--- src/rtl/fifo_pkg.sv ---
// fifo_pkg -- shared constants and helpers for the replay FIFO family.
//   DEFAULT_DEPTH / DEFAULT_WIDTH : default geometry.
//   addr_width(depth)             : ceil(log2(depth)), used to size pointers.
//   ptr_dist(a, b, aw)            : (a - b) modulo 2^(aw+1), i.e. the distance
//                                   between two (aw+1)-bit wrapping pointers,
//                                   returned zero-extended to 32 bits.
package fifo_pkg;

  localparam int DEFAULT_DEPTH = 8;
  localparam int DEFAULT_WIDTH = 8;

  function automatic int addr_width(input int depth);
    int w;
    w = 0;
    for (int i = 0; i < 31; i++) begin
      if ((32'd1 << i) < depth) begin
        w = i + 1;
      end
    end
    return w;
  endfunction

  function automatic logic [31:0] ptr_dist(input logic [31:0] a,
                                           input logic [31:0] b,
                                           input int          aw);
    logic [31:0] mask;
    mask = (32'd1 << (aw + 1)) - 32'd1;
    return (a - b) & mask;
  endfunction

endpackage

--- src/rtl/fifo_mem.sv ---
// fifo_mem -- DEPTH x WIDTH storage for the replay FIFO.
//   clk   : rising-edge clock.
//   reset : asynchronous active-low; clears only the read-data register,
//           never the array.
//   we/waddr/wdata : synchronous write port.
//   re/raddr       : read request; rdata is registered and updates one cycle
//                    after re, holding its value otherwise.
module fifo_mem
  import fifo_pkg::*;
#(
  parameter int DEPTH = DEFAULT_DEPTH,
  parameter int WIDTH = DEFAULT_WIDTH,
  parameter int AW    = addr_width(DEPTH)
) (
  input  logic             clk,
  input  logic             reset,
  input  logic             we,
  input  logic [AW-1:0]    waddr,
  input  logic [WIDTH-1:0] wdata,
  input  logic             re,
  input  logic [AW-1:0]    raddr,
  output logic [WIDTH-1:0] rdata
);

  logic [WIDTH-1:0] mem_r [DEPTH];
  logic [WIDTH-1:0] rdata_r;

  // Array write port; the array is deliberately left unreset.
  always_ff @(posedge clk) begin
    if (we) begin
      mem_r[waddr] <= wdata;
    end
  end

  // Registered read port; holds the last word when no read is requested.
  always_ff @(posedge clk or negedge reset) begin
    if (!reset) begin
      rdata_r <= {WIDTH{1'b0}};
    end else if (re) begin
      rdata_r <= mem_r[raddr];
    end
  end

  assign rdata = rdata_r;

endmodule

--- src/rtl/replay_fifo.sv ---
// replay_fifo -- FIFO whose read side can be rewound to the last commit point.
//   Entries between the mark pointer (m_ptr) and the read pointer (r_ptr) have
//   been read but not released; rewind replays them, commit releases them.
//   clk, reset(async active-low)
//   wr/wdata        : write request and data (rejected when full).
//   rd              : read request; rdata/rvalid follow one cycle later.
//   commit, rewind  : release read entries / replay from the mark.
//   full, empty, almost_full, almost_empty, level, avail : status.
//   overflow, underflow : sticky errors, cleared by clr_err.
module replay_fifo
  import fifo_pkg::*;
#(
  parameter  int DEPTH    = DEFAULT_DEPTH,
  parameter  int WIDTH    = DEFAULT_WIDTH,
  parameter  int AF_LEVEL = DEPTH - 1,
  parameter  int AE_LEVEL = 1,
  localparam int AW       = addr_width(DEPTH)
) (
  input  logic             clk,
  input  logic             reset,
  input  logic             wr,
  input  logic [WIDTH-1:0] wdata,
  input  logic             rd,
  output logic [WIDTH-1:0] rdata,
  output logic             rvalid,
  input  logic             commit,
  input  logic             rewind,
  output logic             full,
  output logic             empty,
  output logic             almost_full,
  output logic             almost_empty,
  output logic [AW:0]      level,
  output logic [AW:0]      avail,
  output logic             overflow,
  output logic             underflow,
  input  logic             clr_err
);

  localparam logic [AW:0] PTR_ONE = {{AW{1'b0}}, 1'b1};

  logic [AW:0]  w_ptr_r;
  logic [AW:0]  r_ptr_r;
  logic [AW:0]  m_ptr_r;
  logic         rvalid_r;
  logic         overflow_r;
  logic         underflow_r;

  logic         full_s;
  logic         empty_s;
  logic         wr_ok_s;
  logic         rd_ok_s;
  logic         wr_err_s;
  logic         rd_err_s;
  logic [31:0]  level_ext_s;
  logic [31:0]  avail_ext_s;

  // Status is derived from the registered pointers only, so every decision
  // made at an edge sees pre-edge state (a same-cycle commit cannot unblock
  // a write, and a write cannot make a same-cycle read legal).
  assign full_s  = (w_ptr_r[AW] != m_ptr_r[AW]) &&
                   (w_ptr_r[AW-1:0] == m_ptr_r[AW-1:0]);
  assign empty_s = (w_ptr_r == r_ptr_r);

  assign wr_ok_s  = wr && !full_s;
  assign wr_err_s = wr && full_s;
  // rewind overrides the read side completely, including error reporting.
  assign rd_ok_s  = rd && !empty_s && !rewind;
  assign rd_err_s = rd && empty_s && !rewind;

  assign level_ext_s = ptr_dist(32'(w_ptr_r), 32'(m_ptr_r), AW);
  assign avail_ext_s = ptr_dist(32'(w_ptr_r), 32'(r_ptr_r), AW);

  // Pointer, read-valid and sticky error state.
  always_ff @(posedge clk or negedge reset) begin
    if (!reset) begin
      w_ptr_r     <= {(AW + 1){1'b0}};
      r_ptr_r     <= {(AW + 1){1'b0}};
      m_ptr_r     <= {(AW + 1){1'b0}};
      rvalid_r    <= 1'b0;
      overflow_r  <= 1'b0;
      underflow_r <= 1'b0;
    end else begin
      if (wr_ok_s) begin
        w_ptr_r <= w_ptr_r + PTR_ONE;
      end

      if (rewind) begin
        r_ptr_r <= m_ptr_r;
      end else if (rd_ok_s) begin
        r_ptr_r <= r_ptr_r + PTR_ONE;
      end

      // The mark takes the pre-increment read pointer.
      if (commit && !rewind) begin
        m_ptr_r <= r_ptr_r;
      end

      rvalid_r <= rd_ok_s;

      // A new error in the same cycle as clr_err keeps the flag set.
      if (wr_err_s) begin
        overflow_r <= 1'b1;
      end else if (clr_err) begin
        overflow_r <= 1'b0;
      end

      if (rd_err_s) begin
        underflow_r <= 1'b1;
      end else if (clr_err) begin
        underflow_r <= 1'b0;
      end
    end
  end

  fifo_mem #(
    .DEPTH (DEPTH),
    .WIDTH (WIDTH),
    .AW    (AW)
  ) u_mem (
    .clk   (clk),
    .reset (reset),
    .we    (wr_ok_s && reset),
    .waddr (w_ptr_r[AW-1:0]),
    .wdata (wdata),
    .re    (rd_ok_s && reset),
    .raddr (r_ptr_r[AW-1:0]),
    .rdata (rdata)
  );

  assign rvalid       = rvalid_r;
  assign overflow     = overflow_r;
  assign underflow    = underflow_r;
  assign full         = full_s;
  assign empty        = empty_s;
  assign level        = level_ext_s[AW:0];
  assign avail        = avail_ext_s[AW:0];
  assign almost_full  = (level_ext_s >= $unsigned(AF_LEVEL));
  assign almost_empty = (avail_ext_s <= $unsigned(AE_LEVEL));

endmodule
--- config.mk ---
export PLATFORM = sky130hd
export DESIGN_NAME = replay_fifo
export DESIGN_NICKNAME = d
export VERILOG_FILES = /design/src/rtl/fifo_pkg.sv /design/src/rtl/fifo_mem.sv /design/src/rtl/replay_fifo.sv
export SDC_FILE = /design/constraint.sdc
export NUM_CORES = 1
export LEC_CHECK = 0
export ABC_AREA = 0
export CAP_MARGIN = 20
export CELL_PAD_IN_SITES_DETAIL_PLACEMENT = 0
export CELL_PAD_IN_SITES_GLOBAL_PLACEMENT = 1
export CORE_UTILIZATION = 50
export DETAILED_ROUTE_END_ITERATION = 6
export PLACE_DENSITY_LB_ADDON = 0.1
export SYNTH_ARGS = -nofsm -noshare
export SYNTH_HDL_FRONTEND = slang
export SYNTH_SLANG_ARGS = --single-unit
--- constraint.sdc ---
create_clock -name clk -period 6.5 [get_ports clk]
set_clock_uncertainty 0.2 [all_clocks]
set_input_delay 1.95 -clock clk [delete_from_list [all_inputs] [get_ports clk]]
set_output_delay 1.95 -clock clk [all_outputs]
set_load 0.05 [all_outputs]
==> flow_summary.json <==
{
  "status": "complete, no violations",
  "place_congestion": 0.7729,
  "clkLatencyLatePin_ns": 0.35,
  "synthArstFlopShare": 0.2644,
  "crit_fanout": 12,
  "synth-seq-cells": 87,
  "nets": 298,
  "design.core.area_um2": 7253,
  "cp.arrival_ns": 3.26,
  "worstSetupStartpointType": "flip-flop",
  "layout_worst_path_cycle_share": 0.8320,
  "grt_pass1_wl_um": 10680,
  "max_freq_ghz": 0.1849,
  "cts_setup_buffers": 0,
  "tightestPinTransition_ns": 0.9371,
  "dr.pass1.iters": 4,
  "cts_hold_buf": 0,
  "setup_violations": 0,
  "crit_chain": "inv_1 > ha_1 > nor2b_1 > o21ai_0 > nand3_1 > a211oi_1 > clkdlybuf4s50_1",
  "yosys-top-cells-count": "64 x edfxtp_1, 23 x dfrtp_1, 17 x nand2_1, 16 x mux4_2, 14 x inv_1",
  "cts_tree": "yes",
  "antenna-diode-count": 0,
  "wl_um": 6659,
  "drc": 0,
  "row_count": 31,
  "worst_path_dominant_cell_family": "buffers and inverters",
  "cts_buffers": 9,
  "drive_gt1_frac": 0.1763,
  "final_cell_area_um2": 4447,
  "clockRootBuffer": "clkbuf_8",
  "grt_pass1_vias": 1968,
  "port_buffers": 37,
  "hold_class": "reg -> reg",
  "dpl-instance-area_um2": 4243,
  "syn2layout_area_growth_pct": 18.94,
  "cap_violations": 0,
  "final-max-slew-violation-count": 0,
  "die-area_um2": 7827,
  "end_kind": "output pin",
  "clkSinkCount": 87,
  "synth_ff_type": "edfxtp_1",
  "detail_route.wl_per_cell_um": 17.66,
  "yosys.cell_types.count": 37,
  "yosysTopAreaCellShare": 0.5141,
  "syn_inst": 225,
  "timing.setup.tns_ns": 0,
  "cp_num_buf_inv": 2,
  "die_h_um": 88.47,
  "cpMaxStageDelayCell": "clkdlybuf4s50_1",
  "syn_area_um2": 3739,
  "crit_type": "reg -> out",
  "synth.most_common_cell": "edfxtp_1",
  "clk_pin_slew_ns": 0.10,
  "grt_start_max_net_pins": 27,
  "rsz0062_at_grt": "no",
  "period_needed_ns": 5.408,
  "slowest_delay_ns": 0.83,
  "grt_use_total": 0.1951,
  "max_slew_margin": 0.3729,
  "antenna_found_initial": 0,
  "ios": 38,
  "antenna_left": 0,
  "synth_enable_flop_cells": 64,
  "grt_overflow": 0,
  "dp_hpwl_um": 4407,
  "detail_route.iter0.violations": 109,
  "cp.required_ns": 4.35,
  "cts_resized": 0,
  "synth_seq_area_share": 0.6680,
  "synth_area_leaders": "edfxtp_1 51%, dfrtp_1 15%, mux4_2 9.6%",
  "viasPerCell": 5.401,
  "die_w_um": 88.47,
  "synth.net_count": 250,
  "htree_levels": 3,
  "final-hold-violation-count": 0,
  "cts_buffer_depth": 2,
  "yosys_warnings": 0,
  "syn_avg_cell_area_um2": 16.62,
  "yosysTopAreaCell": "edfxtp_1",
  "vias": 2036,
  "initial_utilization": 0.5154
}
-- cell families (layout without fill, tap and decap cells) --
family,count (synthesis),after routing,synth area share
buf+inv,22,75,0.02878
fa+ha+maj,10,10,0.03748
simple gates,41,41,0.05255
mux,30,30,0.1362
flops,87,87,0.6680
compound gates,25,25,0.05154
xor+xnor,10,10,0.02543
-- sequential cells by signal, summed over array words and instances, names as in the netlist --
register	cells
overflow	1
rvalid	1
u_mem.rdata	8
w_ptr_r	4
underflow	1
m_ptr_r	4
r_ptr_r	4
u_mem.mem_r	64
-- cells in the final DEF (no fill, tap or decap), drive strengths merged, types with 2 or more instances in the layout --
cell type      count
edfxtp            64
clkdlybuf4s50     37
dfrtp             23
nand2             17
o21ai             17
mux4              16
inv               16
mux2i             10
clkbuf             9
ha                 8
buf                8
nor2               5
xnor2              5
xor2               5
nand3              4
nor3               4
mux2               4
clkinv             4
nor2b              2
and4               2
nand2b             2
nor4               2
fa                 2
-- worst paths after layout --
path                                 from                 to  slack, ns  depth (start not counted)
max in group asynchronous           reset         w_ptr_r[3]       4.08                          2
hold reg to reg            u_mem.rdata[4]     u_mem.rdata[4]       0.28                          2
setup reg to reg               w_ptr_r[0]  u_mem.mem_r[7][1]       3.72                          5
min in group asynchronous           reset     u_mem.rdata[7]       1.76                          2
setup / recovery               r_ptr_r[1]       almost_empty       1.09                          7
hold / removal             u_mem.rdata[4]     u_mem.rdata[4]       0.28                          2
-- worst reg2reg max path, stage by stage, from the launching register on --
cell,delay [ns]
dfrtp_1,0.51
inv_1,0.15
ha_1,0.36
a41oi_4,0.30
nand3_1,0.14
nor2_1,0.75
-- routing by layer --
metal  up-vias  GRT usage  routed length (um)
met5         -          0                   0
met4         0    0.08358                 109
met3        10    0.03358                 165
met2        31     0.2755                3017
met1      1043     0.2996                3367
li1        952          -                   -
-- metrics by stage --
stage / util / setup WS [ns] / hold slack, ns / cells
2_1_floorplan: - / 1.399 / 0.2498 / 225
3_3_place_gp: 0.5850 / 1.583 / 0.2607 / 361
3_5_place_dp: 0.5850 / 1.500 / 0.2662 / 361
4_1_cts: 0.6131 / 1.100 / 0.2880 / 377
5_1_grt: 0.6131 / 0.8751 / 0.3047 / 377
6_report: 0.6131 / 1.092 / 0.2839 / 377
-- final cells by class --
class | count | area [um2]
fillers | 579 | 2806
flip-flops and latches | 87 | 2497
multi-input cells | 116 | 1139
repair buffers | 45 | 430.4
clock buffers | 9 | 123.9
well taps | 99 | 123.9
clock inverters | 7 | 80.08
inverters | 14 | 52.55
Power is left out: the tool's default activity adds up to more than one toggle a clock period on the data nets, which glitch-free logic cannot reach.
==> RTL change (same flow settings) <==
Change the package constant `DEFAULT_DEPTH` from 8 to 32.
--- a/src/rtl/fifo_pkg.sv
+++ b/src/rtl/fifo_pkg.sv
@@ -7,5 +7,5 @@
 package fifo_pkg;
 
-  localparam int DEFAULT_DEPTH = 8;
+  localparam int DEFAULT_DEPTH = 32;
   localparam int DEFAULT_WIDTH = 8;
 
Ports: changed (resized avail and level); port bits go from 38 to 42. No check against the original RTL was run, so the function may have changed too.
==> RTL change against the unedited design <==
  * Area after synthesis increased to 3.1 times the old value
  * Sequential share of layout area is 6.4 points higher
  * Critical endpoint is now avail[5]
  * Final area grew to 3.0 times the old value
  * Worst setup slack worse by 0.48 ns
  * Routed wire length grew to 3.8 times the old value
  * Synthesized cell count rose to 2.8 times the old value
  * Sequential cell count is 198 higher
  * Maximum frequency fell by 8.2%
  * Die area increased to 3.0 times the old value
==> RTL change: results (changes against the unedited design) <==
| Metric | Value |
|---|---|
| Slew at the pin closest to its max-slew limit | `0.921 ns (-0.0163 ns)` |
| Clock-pin slew of the registers on the worst-case setup and hold paths | `0.06 ns (-0.04 ns)` |
| CTS H-tree lvls | `1 (-2)` |
| Num Clock Sinks | `285 (+230%)` |
| Top reg by flops | `u_mem.mem_r` |
| RD Place Congestion | `0.822 (+6.3%)` |
| CTS root buf | `clkbuf_16` |
| First-pass GRT wire length | `38200 um (+260%)` |
| Met3 GRT Util | `0.0272 (-0.00640)` |
| Dpl cells | `944 (+160%)` |
| Layout cell share with drive strength beyond 1 | `0.184 (+0.00810)` |
| Crit path DAT | `3.74 ns (+0.48 ns)` |
| Layout fillers | `1693 (+190%)` |
| DR pass1 iterations | `5 (+1)` |
| Met3 routed WL | `1250 um (+660%)` |
| Outcome | `finished, final reports clean` |
| DP HPWL | `16400 um (+270%)` |
| DR iter-0 viols | `457 (+320%)` |
| Met1 Track Usage GR | `0.318 (+0.0182)` |
| Register Area | `0.00842 mm2 (+240%)` |
| Max FO, Critical Path | `19 (+7)` |
| Max FFs per register | `256 (+300%)` |
| CP peak stage delay | `0.81 ns (-0.02 ns)` |
| Clk Latency, worst-skew pair | `0.55 ns (+0.20 ns)` |
| Total track usage | `0.221 (+0.0258)` |
| Metal2 WL | `12100 um (+300%)` |
| Cts bufs inserted | `29 (+20)` |
| Distinct cells, synth | `51 (+38%)` |
| Post-synth top cells | `edfxtp_1, mux4_2, nor2_1` |
| Pre-CTS WS | `1.22 ns (-0.282 ns)` |
| Async S/R FF share, synth | `0.102 (-0.163)` |
| Final nets | `725 (+140%)` |
| Metal-1 WL | `11100 um (+230%)` |
| Detailed Route WL | `25200 um (+280%)` |
| Placed Area | `0.0124 mm2 (+190%)` |
| Post-synth EDFFs | `256 (+300%)` |
| Total leakage power | `0.00442 uW` |
| Sequential-to-total area share from yosys stat | `0.724 (+0.0560)` |
| Grt met2 use | `0.356 (+0.0804)` |
| Number of global-route vias before repair | `6113 (+210%)` |
| CTS max path bufs | `3 (+1)` |
| Via-to-Cell Ratio | `5.98 (+11%)` |
| Area contributors post-synth | `edfxtp_1, mux4_2, dfrtp_1` |
| Port buffer count | `41 (+11%)` |
| Ys Warns | `0 (unchanged)` |
| Syn_nets | `669 (+170%)` |
| Synth Instances | `637 (+180%)` |
| Largest net degree at the start of global routing | `57 (+110%)` |
| Post-Layout Cell Count | `1001 (+170%)` |
-- RTL change: power breakdown --
| group | leakage, uW | internal (uW) | total [uW] | switching (uW) |
|---|---|---|---|---|
| Sequential | 0.00267 | 2120 | 2290 | 175 |
| Combinational | 0.00127 | 909 | 2330 | 1420 |
| Clock | 0.000477 | 1060 | 1760 | 692 |
| Total | 0.00442 | 4090 | 6380 | 2280 |
-- RTL change: final timing paths --
check | startpoint | endpoint | slack (ns) | cells past startpoint
setup / recovery | r_ptr_r[3] | avail[5] | 0.61 | 6
hold / removal | u_mem.rdata[1] | u_mem.rdata[1] | 0.29 | 2
hold reg to reg | u_mem.rdata[1] | u_mem.rdata[1] | 0.29 | 2
setup reg to reg | w_ptr_r[2] | u_mem.mem_r[1][3] | 2.37 | 6
min in group asynchronous | reset | w_ptr_r[1] | 1.54 | 1
max in group asynchronous | reset | r_ptr_r[0] | 3.83 | 2
-- RTL change: cell type report --
class	count	share of cell area
Clock inverter	21	0.0212
Timing Repair Buffer	54	0.0469
Clock buffer	33	0.0551
Tap cell	285	0.0265
Sequential cell	285	0.626
Multi-Input combinational cell	302	0.219
Inverter	21	0.00586
-- RTL change: cells by family (layout without fill, tap and decap cells) --
logic type / after synthesis / after routing / share of synthesized area
buf+inv: 50 / 129 / 0.0228
fa+ha+maj: 17 / 17 / 0.0196
mux: 74 / 74 / 0.132
xor+xnor: 17 / 17 / 0.0128
flops: 285 / 285 / 0.724
simple gates: 124 / 124 / 0.0494
compound gates: 70 / 70 / 0.0395
-- RTL change: worst min-delay path, delay by kind of cell (launching register included) --
family	cells	cell delay (ns)
flip-flops	1	0.35
AO/OA/AOI/OAI	1	0.06
AND/OR/NAND/NOR	1	0.05
